**config.mk**
```make
export PLATFORM = sky130hd
export DESIGN_NAME = xosera_bus_host
export DESIGN_NICKNAME = d
export VERILOG_FILES = /design/src/rtl/xosera_pkg.sv /design/src/rtl/xosera_bus_host.sv
export SDC_FILE = /design/constraint.sdc
export NUM_CORES = 1
export LEC_CHECK = 0
export CAP_MARGIN = 5
export CORE_UTILIZATION = 28
export CTS_CLUSTER_DIAMETER = 150
export DETAILED_ROUTE_END_ITERATION = 8
export HOLD_SLACK_MARGIN = 0.08
export PLACE_DENSITY_LB_ADDON = 0.2
export SYNTH_ARGS = -nofsm -noshare
export SYNTH_HDL_FRONTEND = slang
export SYNTH_SLANG_ARGS = --single-unit
```
**constraint.sdc**
```tcl
create_clock -name clk -period 6.95 [get_ports clk]
set_clock_uncertainty 0.05 [all_clocks]
set_input_delay 1.0425 -clock clk [delete_from_list [all_inputs] [get_ports clk]]
set_output_delay 1.0425 -clock clk [all_outputs]
set_load 0.01 [all_outputs]
```
**src/rtl/xosera_pkg.sv**
```systemverilog
// Shared Xosera bus encodings and host bridge state type.
// Bus polarities are named here so RTL reads in terms of intent, not raw bits.
package xosera_pkg;

  localparam logic CS_ENABLED   = 1'b0;
  localparam logic CS_DISABLED  = 1'b1;
  localparam logic RnW_READ     = 1'b1;
  localparam logic RnW_WRITE    = 1'b0;
  localparam logic BYTESEL_EVEN = 1'b0;
  localparam logic BYTESEL_ODD  = 1'b1;

  typedef enum logic [2:0] {
    H_IDLE,
    H_SETUP,
    H_STROBE,
    H_HOLD,
    H_RECOV,
    H_DONE
  } host_state_t;

  function automatic int imax(input int a, input int b);
    return (a > b) ? a : b;
  endfunction

endpackage

```
**src/rtl/xosera_bus_host.sv**
```systemverilog
// Host-side initiator for the Xosera 8-bit register bus: one 16-bit request
// becomes one or two timed byte cycles (even byte carries data[15:8]).
module xosera_bus_host
  import xosera_pkg::*;
#(
  parameter int SETUP_CYCLES  = 1,
  parameter int STROBE_CYCLES = 4,
  parameter int HOLD_CYCLES   = 1,
  parameter int RECOV_CYCLES  = 2,
  parameter bit EN_DTACK      = 1'b0,
  parameter int DTACK_TIMEOUT = 64
) (
  input  logic        clk,
  input  logic        reset_i,
  input  logic        req_valid_i,
  output logic        req_ready_o,
  input  logic        req_write_i,
  input  logic [1:0]  req_bytes_i,
  input  logic [3:0]  req_reg_num_i,
  input  logic [15:0] req_data_i,
  output logic        rsp_valid_o,
  output logic [15:0] rsp_data_o,
  output logic        rsp_err_o,
  output logic        bus_cs_n_o,
  output logic        bus_rd_nwr_o,
  output logic        bus_bytesel_o,
  output logic [3:0]  bus_reg_num_o,
  output logic [7:0]  bus_data_o,
  output logic        bus_data_oe_o,
  input  logic [7:0]  bus_data_i,
  input  logic        bus_dtack_i
);

  localparam int MAX_CYC = imax(imax(imax(SETUP_CYCLES, STROBE_CYCLES),
                                     imax(HOLD_CYCLES, RECOV_CYCLES)), DTACK_TIMEOUT);
  localparam int CW = $clog2(MAX_CYC) + 1;
  // With DTACK the strobe counter runs from DTACK_TIMEOUT-1; at or below this
  // count the minimum strobe width has been met.
  localparam logic [CW-1:0] STB_MIN_CNT = CW'(imax(DTACK_TIMEOUT - STROBE_CYCLES, 0));

  host_state_t   r_state, w_state_nxt;
  logic [CW-1:0] r_cnt, w_cnt_nxt;
  logic          r_odd, w_odd_nxt;
  logic          r_two;
  logic          r_write;
  logic [3:0]    r_reg_num;
  logic [15:0]   r_wdata;
  logic          r_dtack_seen;

  logic          r_cs_n, r_rd_nwr, r_bytesel, r_oe;
  logic [3:0]    r_bus_reg;
  logic [7:0]    r_bus_dat;
  logic          r_rsp_valid, r_rsp_err;
  logic [15:0]   r_rsp_data;

  logic          w_accept, w_strobe_end, w_timeout, w_dtack_ok, w_active;
  logic          w_write;
  logic [3:0]    w_reg_num;
  logic [15:0]   w_wdata;

  function automatic logic [CW-1:0] cnt_load(input host_state_t s);
    case (s)
      H_SETUP:  cnt_load = CW'(SETUP_CYCLES - 1);
      H_STROBE: cnt_load = EN_DTACK ? CW'(DTACK_TIMEOUT - 1) : CW'(STROBE_CYCLES - 1);
      H_HOLD:   cnt_load = CW'(HOLD_CYCLES - 1);
      H_RECOV:  cnt_load = CW'(RECOV_CYCLES - 1);
      default:  cnt_load = '0;
    endcase
  endfunction

  assign w_accept = (r_state == H_IDLE) && req_valid_i;

  always_comb begin
    w_state_nxt  = r_state;
    w_odd_nxt    = r_odd;
    w_cnt_nxt    = (r_cnt != '0) ? r_cnt - CW'(1) : r_cnt;
    w_strobe_end = 1'b0;
    w_timeout    = 1'b0;
    w_dtack_ok   = r_dtack_seen || (bus_dtack_i == 1'b0);
    case (r_state)
      H_IDLE: begin
        if (req_valid_i) begin
          if (req_bytes_i == 2'b00) begin
            w_state_nxt = H_DONE;
          end else begin
            w_state_nxt = H_SETUP;
            w_odd_nxt   = req_bytes_i[1] ? BYTESEL_EVEN : BYTESEL_ODD;
          end
        end
      end
      H_SETUP:  if (r_cnt == '0) w_state_nxt = H_STROBE;
      H_STROBE: begin
        if (EN_DTACK) begin
          if (w_dtack_ok && (r_cnt <= STB_MIN_CNT)) begin
            w_strobe_end = 1'b1;
          end else if (r_cnt == '0) begin
            w_strobe_end = 1'b1;
            w_timeout    = 1'b1;
          end
        end else if (r_cnt == '0) begin
          w_strobe_end = 1'b1;
        end
        if (w_strobe_end) w_state_nxt = H_HOLD;
      end
      H_HOLD:   if (r_cnt == '0) w_state_nxt = H_RECOV;
      H_RECOV: begin
        if (r_cnt == '0) begin
          // a timed-out first byte abandons the rest of the word
          if (r_two && (r_odd == BYTESEL_EVEN) && !r_rsp_err) begin
            w_state_nxt = H_SETUP;
            w_odd_nxt   = BYTESEL_ODD;
          end else begin
            w_state_nxt = H_DONE;
          end
        end
      end
      H_DONE:   w_state_nxt = H_IDLE;
      default:  w_state_nxt = H_IDLE;
    endcase
    if (w_state_nxt != r_state) w_cnt_nxt = cnt_load(w_state_nxt);
  end

  assign w_write   = w_accept ? req_write_i   : r_write;
  assign w_reg_num = w_accept ? req_reg_num_i : r_reg_num;
  assign w_wdata   = w_accept ? req_data_i    : r_wdata;
  assign w_active  = (w_state_nxt == H_SETUP) || (w_state_nxt == H_STROBE) ||
                     (w_state_nxt == H_HOLD);

  always_ff @(posedge clk) begin
    if (reset_i) begin
      r_state      <= H_IDLE;
      r_cnt        <= '0;
      r_odd        <= BYTESEL_EVEN;
      r_two        <= 1'b0;
      r_write      <= 1'b0;
      r_reg_num    <= '0;
      r_wdata      <= '0;
      r_dtack_seen <= 1'b0;
      r_cs_n       <= CS_DISABLED;
      r_rd_nwr     <= RnW_READ;
      r_bytesel    <= BYTESEL_EVEN;
      r_bus_reg    <= '0;
      r_bus_dat    <= '0;
      r_oe         <= 1'b0;
      r_rsp_valid  <= 1'b0;
      r_rsp_data   <= '0;
      r_rsp_err    <= 1'b0;
    end else begin
      r_state      <= w_state_nxt;
      r_cnt        <= w_cnt_nxt;
      r_odd        <= w_odd_nxt;
      r_dtack_seen <= (r_state == H_STROBE) && !w_strobe_end && w_dtack_ok;
      r_cs_n       <= (w_state_nxt == H_STROBE) ? CS_ENABLED : CS_DISABLED;
      r_rd_nwr     <= (w_active && w_write) ? RnW_WRITE : RnW_READ;
      r_bytesel    <= w_active ? w_odd_nxt : BYTESEL_EVEN;
      r_bus_reg    <= w_active ? w_reg_num : 4'h0;
      r_bus_dat    <= (w_active && w_write) ? (w_odd_nxt ? w_wdata[7:0] : w_wdata[15:8]) : 8'h00;
      r_oe         <= w_active && w_write;
      r_rsp_valid  <= (w_state_nxt == H_DONE);
      if (w_accept) begin
        r_two      <= &req_bytes_i;
        r_write    <= req_write_i;
        r_reg_num  <= req_reg_num_i;
        r_wdata    <= req_data_i;
        r_rsp_data <= '0;
        r_rsp_err  <= (req_bytes_i == 2'b00);
      end else begin
        if (w_strobe_end && !r_write) begin
          if (r_odd) r_rsp_data[7:0]  <= bus_data_i;
          else       r_rsp_data[15:8] <= bus_data_i;
        end
        if (w_timeout) r_rsp_err <= 1'b1;
      end
    end
  end

  assign req_ready_o   = (r_state == H_IDLE);
  assign rsp_valid_o   = r_rsp_valid;
  assign rsp_data_o    = r_rsp_data;
  assign rsp_err_o     = r_rsp_err;
  assign bus_cs_n_o    = r_cs_n;
  assign bus_rd_nwr_o  = r_rd_nwr;
  assign bus_bytesel_o = r_bytesel;
  assign bus_reg_num_o = r_bus_reg;
  assign bus_data_o    = r_bus_dat;
  assign bus_data_oe_o = r_oe;

endmodule

```
==> impl_metrics.ini <==
[status]
status = finished, final reports clean

[synth]
yosysWarnings = 0
syn-cell-area_mm2 = 0.00287
synth_edf_count = 0
yosys-top-cells-area = dfxtp_1 47%, mux2i_1 8.4%, nand2_1 6.6%, a21oi_1 4.7%, a211oi_2 3.5%
syn_nets = 348
async_reset_ff_share_pct = 0
syn_avg_cell_area_um2 = 9.18
synth_top_area_cell = dfxtp_1
ys_seq_area_share_pct = 46.8
synthCells = 312
ys.flop_type = dfxtp_1
ys_types = 47
synth_seq_cells = 67
synth_top_area_share_pct = 46.8

[clocking]
clk_latency_ns = 0.34
cts_tree = done
clock-sinks = 67
cts_resized = 0
clockBufferDepth = 2
clk_pin_slew_ns = 0.09
ctsHtreeMaxLevel = 3
cts_made_buffers = 9
post_cts_buffers = 0
cts_root_buffer = clkbuf_8
postCtsHoldBufs = 0

[global_routing]
grt_max_degree = 35
grt_pass1_wl_mm = 11.4
track_usage_pct = 14.2
overflow = 0
grt_pass1_vias = 2380
antenna_found_initial = 0

[timing]
max_slew_margin_pct = 47.6
period_share_pct = 45.6
timing_hold_violations_final = 0
slew_violations = 0
finalSetupTns_ns = 0
rsz0062_at_grt = false
timing.hold.ws_ns = 0.405
period_needed_ns = 3.17
fmaxAchievable_mhz = 316
setup_viol = 0
tightest_slew_ns = 0.781

[worst_setup_path]
reg2reg_from = r_state[1]$_SDFF_PP0_
worst-path-max-fanout = 34
cp_data_arrival_time_ns = 3.35
worstSetupPathType = in2reg
end_kind = register
r2r_slack_ns = 4.32
crit_chain = clkdlybuf4s50_1 > or4b_1 > buf_4 > nand2b_1 > or3b_1 > o21ai_0
required_ns = 7.13
rr_worst_depth = 5
start_kind = input pin
worst-path-buf-inv = 2
critical_path.top_delay_family = simple AND/OR/NAND/NOR gates
r2r-end = r_cnt[0]$_SDFFE_PP0P_
crit_slowest_cell = clkdlybuf4s50_1
max_stage_delay_ns = 0.57

[hold_path]
whs_endpoint = r_wdata[3]$_SDFF_PP0_
min_from = r_wdata[3]$_SDFF_PP0_
hold_depth = 2
min_path_type = reg2reg

[floorplan]
core_mm2 = 0.00986
start_util_pct = 29.0
ios = 70
die_height_um = 103
die_area_mm2 = 0.0106
fp.dieW_um = 103
rows = 36

[pwr]
power.leakage_nw = 1.44
ir_drop_mv = 0.122
power_density_mw_per_mm2 = 370

[final_layout]
fin_nets = 411
final_common_cell = clkdlybuf4s50_1
n_antenna_cell = 0
drive_above_1_share_pct = 11.3
syn_to_final_growth_pct = 35.3
final_cell_mix = 68 x clkdlybuf4s50_1, 67 x dfxtp_1, 50 x nand2_1, 27 x a21oi_1, 26 x nor2_1

[detailed_routing]
post_drt_wl_per_cell_um = 13.6
ant_nets = 0
vias = 2414
drtIter0Drc = 189
routed_wl_mm = 6.99
viasPerCell = 4.71
drc = 0
drt_pass1_iterations = 4

[placed_design]
dp_hpwl_mm = 4.49
place_congestion = 0.732
port_buffers = 68

[run]
cap_violations = 0
[cells by family after synthesis]
family                   share of synthesized area, %
XOR/XNOR                                        0.917
flip-flops                                       46.8
multiplexers                                     8.78
AND/OR/NAND/NOR                                  24.1
adder cells (fa/ha/maj)                         0.437
AO/OA/AOI/OAI                                    15.4
buffers and inverters                            3.58
[area by class of cell]
cell class              instances  area (µm²)
inverters                       5        21.3
repair buffers                 71         703
flip-flops and latches         67        1340
clock inverters                 7         100
fillers                       978        5990
clock buffers                   9         124
multi-input cells             221        1420
well taps                     133         166
[cell usage after synthesis, types with 2 or more instances]
cell / n
a211oi_2: 8
a21oi_1: 27
a31oi_1: 2
and3_1: 13
buf_1: 2
buf_2: 2
clkbuf_1: 14
dfxtp_1: 67
inv_1: 4
mux2i_1: 24
nand2_1: 50
nand2b_1: 2
nand3_1: 13
nor2_1: 26
nor3_1: 6
nor3b_1: 2
nor4_1: 2
nor4_4: 2
o21ai_0: 10
o31ai_1: 3
or3_1: 2
or3b_1: 2
or3b_2: 2
or4_1: 2
or4b_1: 2
xnor2_1: 2
[tightest hold or removal path: cells and delay by family, from the launching register on]
family,cells,cell delay [ns]
flip-flops,1,0.32
AND/OR/NAND/NOR,1,0.05
AO/OA/AOI/OAI,1,0.05
[power breakdown]
part / internal (mW) / total [mW] / switching (mW)
combinational: 0.232 / 0.544 / 0.313
sequential: 0.454 / 0.518 / 0.0636
clock: 0.205 / 0.372 / 0.167
[registers in the layout, indices dropped and copies added, names as in the netlist]
name,cells
bus_data_oe_o,1
bus_bytesel_o,1
rsp_err_o,1
rsp_data_o,16
r_two,1
bus_data_o,8
bus_cs_n_o,1
r_wdata,16
r_cnt,7
r_reg_num,4
r_odd,1
r_write,1
r_state,3
rsp_valid_o,1
bus_reg_num_o,4
bus_rd_nwr_o,1
[worst max path at each step]
| stage | startpoint | end | slack, ns | cells past startpoint |
|---|---|---|---|---|
| floorplan | req_valid_i | bus_data_o[0]$_SDFF_PP0_ | 4.34 | 7 |
| CTS | req_valid_i | r_cnt[1]$_SDFFE_PP0P_ | 3.72 | 6 |
| finish | req_valid_i | r_cnt[1]$_SDFFE_PP0P_ | 3.78 | 6 |
| global placement | req_valid_i | r_cnt[1]$_SDFFE_PP0P_ | 3.39 | 6 |
| global route | req_valid_i | r_cnt[0]$_SDFFE_PP0P_ | 3.57 | 6 |
| detailed placement | req_valid_i | r_cnt[1]$_SDFFE_PP0P_ | 3.36 | 6 |
[routing by layer]
metal	up-vias	GRT usage (%)	wire [µm]
met2	72	22.1	3090
met3	11	4.47	467
li1	1224	-	-
met5	-	0	0
met4	0	6.72	111
met1	1107	17.9	3320
[metrics by stage]
step	instance area [µm²]	instances	util (%)	power [mW]	setup slack, ns
floorplan	2870	312	-	0.923	4.34
global placement	3650	497	37.0	1.07	3.39
detailed placement	3650	497	37.0	1.08	3.36
CTS	3880	513	39.3	1.46	3.72
global route	3880	513	39.3	1.54	3.57
finish	3880	513	39.3	1.43	3.78
(Power assumes the default switching activity.)
